$ cat config.mk
export PLATFORM = sky130hd
export DESIGN_NAME = fp_round_pack
export DESIGN_NICKNAME = d
export VERILOG_FILES = /design/src/rtl/fp_round_pack.sv
export SDC_FILE = /design/constraint.sdc
export NUM_CORES = 1
export LEC_CHECK = 0
export CAP_MARGIN = 15
export CORE_MARGIN = 1
export CORE_UTILIZATION = 53
export CTS_CLUSTER_SIZE = 30
export DETAILED_ROUTE_END_ITERATION = 16
export PLACE_DENSITY = 0.83
export SETUP_SLACK_MARGIN = 0.4
export SYNTH_ARGS = -nofsm -noshare
export SYNTH_HDL_FRONTEND = slang
export SYNTH_SLANG_ARGS = --single-unit
$ cat constraint.sdc
create_clock -name Clock -period 2.4 [get_ports Clock]
set_input_delay 0.48 -clock Clock [delete_from_list [all_inputs] [get_ports Clock]]
set_output_delay 0.48 -clock Clock [all_outputs]
set_load 0.02 [all_outputs]
$ cat src/rtl/fp_round_pack.sv
// Rounds a normalized floating-point sum to nearest-even and packs it into {sign, exponent, fraction}.
// Carry shifts, the round step, one renormalization and the pack each take one clock; the result is held until accepted.
module fp_round_pack #(
    parameter int unsigned EXPBITS      = 8,
    parameter int unsigned MANTISSABITS = 23
) (
    input  logic                            Clock,
    input  logic                            Reset,
    input  logic                            InValid,
    output logic                            InReady,
    input  logic                            Sign,
    input  logic [EXPBITS-1:0]              Exp,
    input  logic [MANTISSABITS+1:0]         Mantissa,
    input  logic [2:0]                      GRS,
    output logic                            OutValid,
    input  logic                            OutReady,
    output logic [EXPBITS+MANTISSABITS:0]   Result,
    output logic                            Overflow
);

    localparam int unsigned MW    = MANTISSABITS + 2;
    localparam int unsigned EW    = EXPBITS + 1;
    localparam int unsigned CARRY = MANTISSABITS + 1;
    localparam int unsigned HIDE  = MANTISSABITS;

    localparam logic [EW-1:0] EXP_MAX = {1'b0, {EXPBITS{1'b1}}};

    localparam logic [2:0] IDLE   = 3'd0;
    localparam logic [2:0] CHECK  = 3'd1;
    localparam logic [2:0] ROUND  = 3'd2;
    localparam logic [2:0] RENORM = 3'd3;
    localparam logic [2:0] PACK   = 3'd4;
    localparam logic [2:0] HOLD   = 3'd5;

    logic [2:0]    state;
    logic [2:0]    state_next;
    logic          sgn;
    logic [EW-1:0] exp_q;
    logic [MW-1:0] man;
    logic          g;
    logic          r;
    logic          s;
    logic          grs_zero;
    logic          round_up_c;
    logic [MW-1:0] man_rnd_c;

    // Round-to-nearest-even increment on the current mantissa
    always_comb begin
        round_up_c = g & (r | s | man[0]);
        man_rnd_c  = man + MW'(round_up_c);
    end

    always_comb begin
        state_next = state;
        case (state)
            IDLE:    if (InValid) state_next = CHECK;
            CHECK:   if (!man[CARRY]) state_next = ROUND;
            ROUND:   state_next = man_rnd_c[CARRY] ? RENORM : PACK;
            RENORM:  state_next = PACK;
            PACK:    state_next = HOLD;
            HOLD:    if (OutReady) state_next = IDLE;
            default: state_next = IDLE;
        endcase
    end

    always_ff @(posedge Clock) begin
        if (Reset) begin
            state    <= IDLE;
            InReady  <= 1'b1;
            OutValid <= 1'b0;
        end else begin
            state    <= state_next;
            InReady  <= (state_next == IDLE);
            OutValid <= (state_next == HOLD);
        end
    end

    // Operand datapath; Result/Overflow change only in PACK
    always_ff @(posedge Clock) begin
        if (Reset) begin
            sgn      <= 1'b0;
            exp_q    <= '0;
            man      <= '0;
            g        <= 1'b0;
            r        <= 1'b0;
            s        <= 1'b0;
            grs_zero <= 1'b0;
            Result   <= '0;
            Overflow <= 1'b0;
        end else begin
            case (state)
                IDLE: begin
                    if (InValid) begin
                        sgn      <= Sign;
                        exp_q    <= {1'b0, Exp};
                        man      <= Mantissa;
                        g        <= GRS[2];
                        r        <= GRS[1];
                        s        <= GRS[0];
                        grs_zero <= (GRS == 3'b000);
                    end
                end
                CHECK: begin
                    if (man[CARRY]) begin
                        man   <= man >> 1;
                        g     <= man[0];
                        r     <= g;
                        s     <= r | s;
                        exp_q <= exp_q + EW'(1);
                    end
                end
                ROUND: man <= man_rnd_c;
                RENORM: begin
                    man   <= man >> 1;
                    exp_q <= exp_q + EW'(1);
                end
                PACK: begin
                    if (exp_q >= EXP_MAX) begin
                        Result   <= {sgn, {EXPBITS{1'b1}}, {MANTISSABITS{1'b0}}};
                        Overflow <= 1'b1;
                    end else if (man == '0 && grs_zero) begin
                        Result   <= {sgn, {EXPBITS{1'b0}}, {MANTISSABITS{1'b0}}};
                        Overflow <= 1'b0;
                    end else if (!man[HIDE] && exp_q == '0) begin
                        // Denormal: fraction passes through with a zero exponent
                        Result   <= {sgn, {EXPBITS{1'b0}}, man[MANTISSABITS-1:0]};
                        Overflow <= 1'b0;
                    end else begin
                        Result   <= {sgn, exp_q[EXPBITS-1:0], man[MANTISSABITS-1:0]};
                        Overflow <= 1'b0;
                    end
                end
                default: ;
            endcase
        end
    end

endmodule

==> results.yml, run 1 <==
synth:
  async_reset_ff_share_pct: 0
  avgSynthCellArea_um2: 7.70
  ys_seq_area_share_pct: 36.7
  synth.ff_latch_count: 77
  netlist_instances: 545
  ys_warn_count: 0
  syn-cell-area_um2: 4200
  synth_edf_count: 0
  syn_nets: 590
  synth_top_flop_cell: "dfxtp_1"
  synthDistinctLibCells: 61
sta:
  max_freq_ghz: 0.480
  final.min_clock_period_ps: 2080
  slew-limit-headroom_pct: 53.0
  setup_viol: 0
  tns_ps: 0
  finalCritPeriodShare_pct: 86.8
  timing.final.ws_setup_ps: 316
  finalHoldViolations: 0
  skew_ps: 7.45
  worstMarginPinSlew_ps: 699
  drv_slew: 0
  rsz0062_at_grt: "true"
flow_run:
  drv_cap: 0
detailed_routing:
  vias_per_cell: 6.52
  wl_um: 14400
  ant_nets: 0
  vias: 4834
  dr.pass1.iters: 8
  wl_per_cell_um: 19.4
  route.detailed.drc: 0
  drt_first_iter_violations: 570
cells_and_area:
  antenna_cells: 0
  drive_above_1_share_pct: 20.2
  syn2layout_area_growth_pct: 38.2
  utilization_pct: 75.4
  nets: 679
floorplan:
  rows: 32
  dieArea_um2: 8280
  start_util_pct: 54.6
  die_h_um: 91.0
  num_io_pins: 76
  die_x_um: 91.0
  core_um2: 7690
cts:
  clock-root-buffer: "clkbuf_8"
  numClockSinks: 77
  cts_tree: "done"
  clk_pin_slew_ps: 90
  worst_skew_pair.late_latency_ps: 350
  cts_buffers: 9
  cts_buffer_depth: 2
  ctsHtreeMaxLevel: 3
  hold_buffers: 0
pwr:
  p_per_area_nw_per_um2: 713
  p_sw_share_pct: 36.5
  vdd_ir_drop_max_mv: 0.429
  clkPwrFrac_pct: 27.8
  p_comb_share_pct: 31.8
  leakage_nw: 2.08
  p_int_mw: 2.62
  seq_power_share_pct: 40.4
  p_sw_mw: 1.51
worst_setup_path:
  r2r_slack_ps: 320
  worstPathRequired_ps: 2680
  crit_path_max_fanout: 8
  crit_arrival_ps: 2360
  reg2reg_depth: 10
  critPathLaunchType: "register"
  setup.worst_path.end_class: "register"
  path_class: "reg2reg"
grt:
  grt_overflow: 0
  grt_pass1_wl_um: 22300
  grt_max_degree: 43
  grt_pass1_vias: 4410
  grt_antenna_before_repair: 0
  grt_usage_pct: 34.0
place:
  gp_congestion: 0.923
  io_buffers: 75
  hpwl_um: 9310
  place_ws_ps: 80.7
worst_hold_path:
  holdPathStages: 2
  min_path_type: "reg2reg"
outcome:
  outcome: "finished clean"
critical path, cell delays in order (launching register included):
cell       delay, ps
dfxtp_4          360
ha_4             160
and3_4           180
and3_4           170
and3_4           180
ha_4             160
a2111oi_4        270
buf_4            240
buf_16           140
a22oi_2           50
nor2_1           120
power groups by stage:
stage,clock [mW],combinational [mW],sequential (mW)
finish,1.15,1.31,1.67
global route,1.22,1.40,1.69
CTS,1.15,1.22,1.64
detailed placement,0,1.17,1.66
global placement,0,1.14,1.65
floorplan,0,0.816,1.57
layout by cell type (no fill, tap or decap), drive strengths merged, types with 2 or more instances in the layout:
cell type and n:
nor4 14, o211ai 7, o21ai 27, nor2 74, inv 12, nand3 17
a22o 4, a31oi 4, o21a 3, clkinv 3, nand4b 2, a21oi 35
mux2i 5, nand2b 7, a22oi 30, clkdlybuf4s50 74, or3 3, and2 3
a211oi 13, nand4 14, nand2 49, and3 10, a221oi 6, a41oi 4
ha 4, clkbuf 11, dfxtp 77, o22ai 7, a311oi 4, xor2 5
bufinv 2, buf 56, o221ai 6, a211o 2, or4 2, nor3 24
synthesized netlist by cell type, types with 11 or more instances:
master	n	share of area, %
a211oi_1	13	2.3
nand4_1	13	1.9
inv_1	11	0.98
buf_2	21	2.5
nand3_1	16	1.9
nor3_1	22	2.6
a22oi_1	30	5.4
nand2_1	48	4.3
clkbuf_1	26	2.3
o21ai_0	26	3.1
a21oi_1	35	4.2
nor4_1	13	1.9
dfxtp_1	77	37
nor2_1	74	6.6
through the flow:
stage,std cells,instance area (µm²),power [mW],hold slack [ps]
after floorplan,545,4220,2.39,431
final,741,5800,4.13,458
after CTS,731,5600,4.02,457
after global routing,741,5800,4.31,489
after global placement,706,5150,2.80,445
after detailed placement,706,5150,2.83,448
worst paths after layout:
path | from | to
setup / recovery | exp_q[1] | Result[22]
hold / removal | sgn | Result[31]
setup reg to reg | exp_q[1] | Result[22]
hold reg to reg | sgn | Result[31]
per-layer routing:
layer  vias up  track usage [%]  wire length, µm
li1       2184                -                -
met1      2257             44.6             5710
met2       332             52.7             6740
met3        61             7.96             1470
met4         0             16.4              484
met5         -                0                0
cells by family (layout without fill, tap and decap cells):
logic type               Yosys count  count (layout)  synth area share (%)
AO/OA/AOI/OAI                    163             163                  26.4
XOR/XNOR                           6               6                  1.25
multiplexers                       6               6                  1.46
buffers and inverters             65             159                  6.65
adder cells (fa/ha/maj)            4               4                  1.19
AND/OR/NAND/NOR                  224             224                  26.3
flip-flops                        77              77                  36.7
sequential cells by signal, summed over array words and instances (netlist names), 3 cells and up:
register	cells
exp_q	9
state	3
man	25
Result	32
layout make-up:
type	instances	area, µm²
tap	102	128
sequential	77	1560
fill	574	1890
clock buffer	10	138
multi-input combinational	403	2590
clock inverter	6	93.8
timing repair buffer	131	1240
inverter	12	45.0
repair_timing:
action	CTS	global route
gates resized for setup	29	26
endpoints found under the setup margin	45	63
gates cloned	2	1
pin swaps	11	18
endpoints found under the hold margin	0	0
buffers inserted	7	9
(Power assumes the default switching activity.)
==> run 2, diff against run 1 <==
--- a/config.mk
+++ b/config.mk
@@ -5,6 +5,7 @@
 export SDC_FILE = /design/constraint.sdc
 export NUM_CORES = 1
 export LEC_CHECK = 0
+export ABC_CLOCK_PERIOD_IN_PS = 2400
 export CAP_MARGIN = 15
 export CORE_MARGIN = 1
 export CORE_UTILIZATION = 53
==> results of run 2 <==
Final layout, timing and power as in run 1 (identical DEF).
==> run 3, diff against run 2 <==
--- a/config.mk
+++ b/config.mk
@@ -7,7 +7,7 @@
 export LEC_CHECK = 0
 export ABC_CLOCK_PERIOD_IN_PS = 2400
 export CAP_MARGIN = 15
-export CORE_MARGIN = 1
+export CORE_MARGIN = 2
 export CORE_UTILIZATION = 53
 export CTS_CLUSTER_SIZE = 30
 export DETAILED_ROUTE_END_ITERATION = 16
==> results.yml, run 3 (synthesized netlist as in run 1, its figures left out) <==
outcome:
  outcome: "finished clean"
floorplan:
  rows: 32
  start_util_pct: 54.6
  dieArea_um2: 8650
  num_io_pins: 76
  die_h_um: 93.0
  die_x_um: 93.0
  core_um2: 7690
detailed_routing:
  drt_first_iter_violations: 595
  dr.pass1.iters: 6
  vias: 4876
  wl_per_cell_um: 20.3
  vias_per_cell: 6.63
  ant_nets: 0
  route.detailed.drc: 0
  wl_um: 14900
worst_setup_path:
  cp_cell_sequence: "ha_4 -> and3_4 -> and3_4 -> and3_4 -> ha_4 -> a2111oi_4 -> buf_4 -> buf_12 -> buf_16 -> a22oi_1 -> nor2_1"
  slowest_delay_ps: 350
  crit_path_max_fanout: 8
  path_class: "reg2reg"
  critPathLaunchType: "register"
  cpMaxStageDelayCell: "dfxtp_1"
  path_common_cell: "and3_4"
  crit_arrival_ps: 2430
  setup.worst_path.end_class: "register"
  worstPathRequired_ps: 2700
cts:
  worst_skew_pair.late_latency_ps: 360
  cts_buffers: 9
  ctsHtreeMaxLevel: 3
  numClockSinks: 77
  cts_tree: "done"
  clk_pin_slew_ps: 90
  hold_buffers: 0
  clock-root-buffer: "clkbuf_8"
  cts_buffer_depth: 2
place:
  hpwl_um: 9400
  dp.cells: 701
  place_ws_ps: 161
  io_buffers: 75
  gp_congestion: 0.972
  placed_area_um2: 5130
pwr:
  leakage_nw: 2.05
  p_total_mw: 4.13
  vdd_ir_drop_max_mv: 0.381
  p_per_area_nw_per_um2: 707
sta:
  worstMarginPinSlew_ps: 629
  skew_ps: 9.83
  tns_ps: 0
  setup_viol: 0
  drv_slew: 0
  timing.hold.ws_ps: 460
  slew-limit-headroom_pct: 58.1
  final.min_clock_period_ps: 2130
  max_freq_ghz: 0.471
  finalHoldViolations: 0
  rsz0062_at_grt: "true"
  finalCritPeriodShare_pct: 88.5
  timing.final.ws_setup_ps: 275
cells_and_area:
  top_register: "Result"
  drive_above_1_share_pct: 21.6
  final-seq-area_um2: 1570
  mostFrequentLayoutCells: "nor2_1, clkdlybuf4s50_1, dfxtp_1"
  syn2layout_area_growth_pct: 39.2
  num-fill-cells: 557
  top_regs: "Result: 32 flops, man: 25 flops, exp_q: 9 flops"
  design_area_um2: 5840
  antenna_cells: 0
  largest_reg_flops: 32
  multiInputGateArea_um2: 2630
  utilization_pct: 76.0
  final_cells: 736
  nets: 674
flow_run:
  drv_cap: 0
grt:
  grt_pass1_wl_um: 23000
  grt_pass1_vias: 4464
  grt_max_degree: 54
  grt_overflow: 0
  grt_antenna_before_repair: 0
  grt_usage_pct: 34.0
worst_hold_path:
  min_path_type: "reg2reg"
run 3: power by group:
part	internal [mW]	leakage [nW]	switching (mW)
logic	0.568	1.31	0.744
clock network	0.591	0.110	0.530
registers	1.44	0.636	0.258
total	2.60	2.05	1.53
run 3: final timing paths:
check / cells past startpoint / slack (ps) / end / startpoint
setup / recovery: 11 / 270 / Result[14] / exp_q[0]
hold / removal: 2 / 460 / Result[31] / Result[31]
setup reg to reg: 11 / 270 / Result[14] / exp_q[0]
hold reg to reg: 2 / 460 / Result[31] / Result[31]
run 3: timing repair:
action,4_1_cts,5_1_grt
resized for setup,31,41
endpoints found under the setup margin,51,55
buffers inserted,10,6
gates cloned,3,0
pin swaps,16,29
run 3: critical path: cells and delay by family, from the launching register on:
family          cells  cell delay, ps
simple gates        4             640
buf+inv             3             440
fa+ha+maj           2             320
compound gates      2             300
flops               1             350
run 3: cell type report:
| type | count | share of cell area, % |
|---|---|---|
| Clock buffer | 9 | 2.12 |
| Tap cell | 102 | 2.18 |
| Multi-Input combinational cell | 403 | 45.1 |
| Clock inverter | 7 | 1.69 |
| Timing Repair Buffer | 126 | 21.3 |
| Inverter | 12 | 0.771 |
| Sequential cell | 77 | 26.9 |
run 3: layer usage:
metal	vias to the layer above	wire, µm	GRT usage [%]
met2	328	7000	53.6
met4	0	483	13.8
met1	2303	5810	46.2
li1	2185	-	-
met3	60	1620	5.96
met5	-	0	0
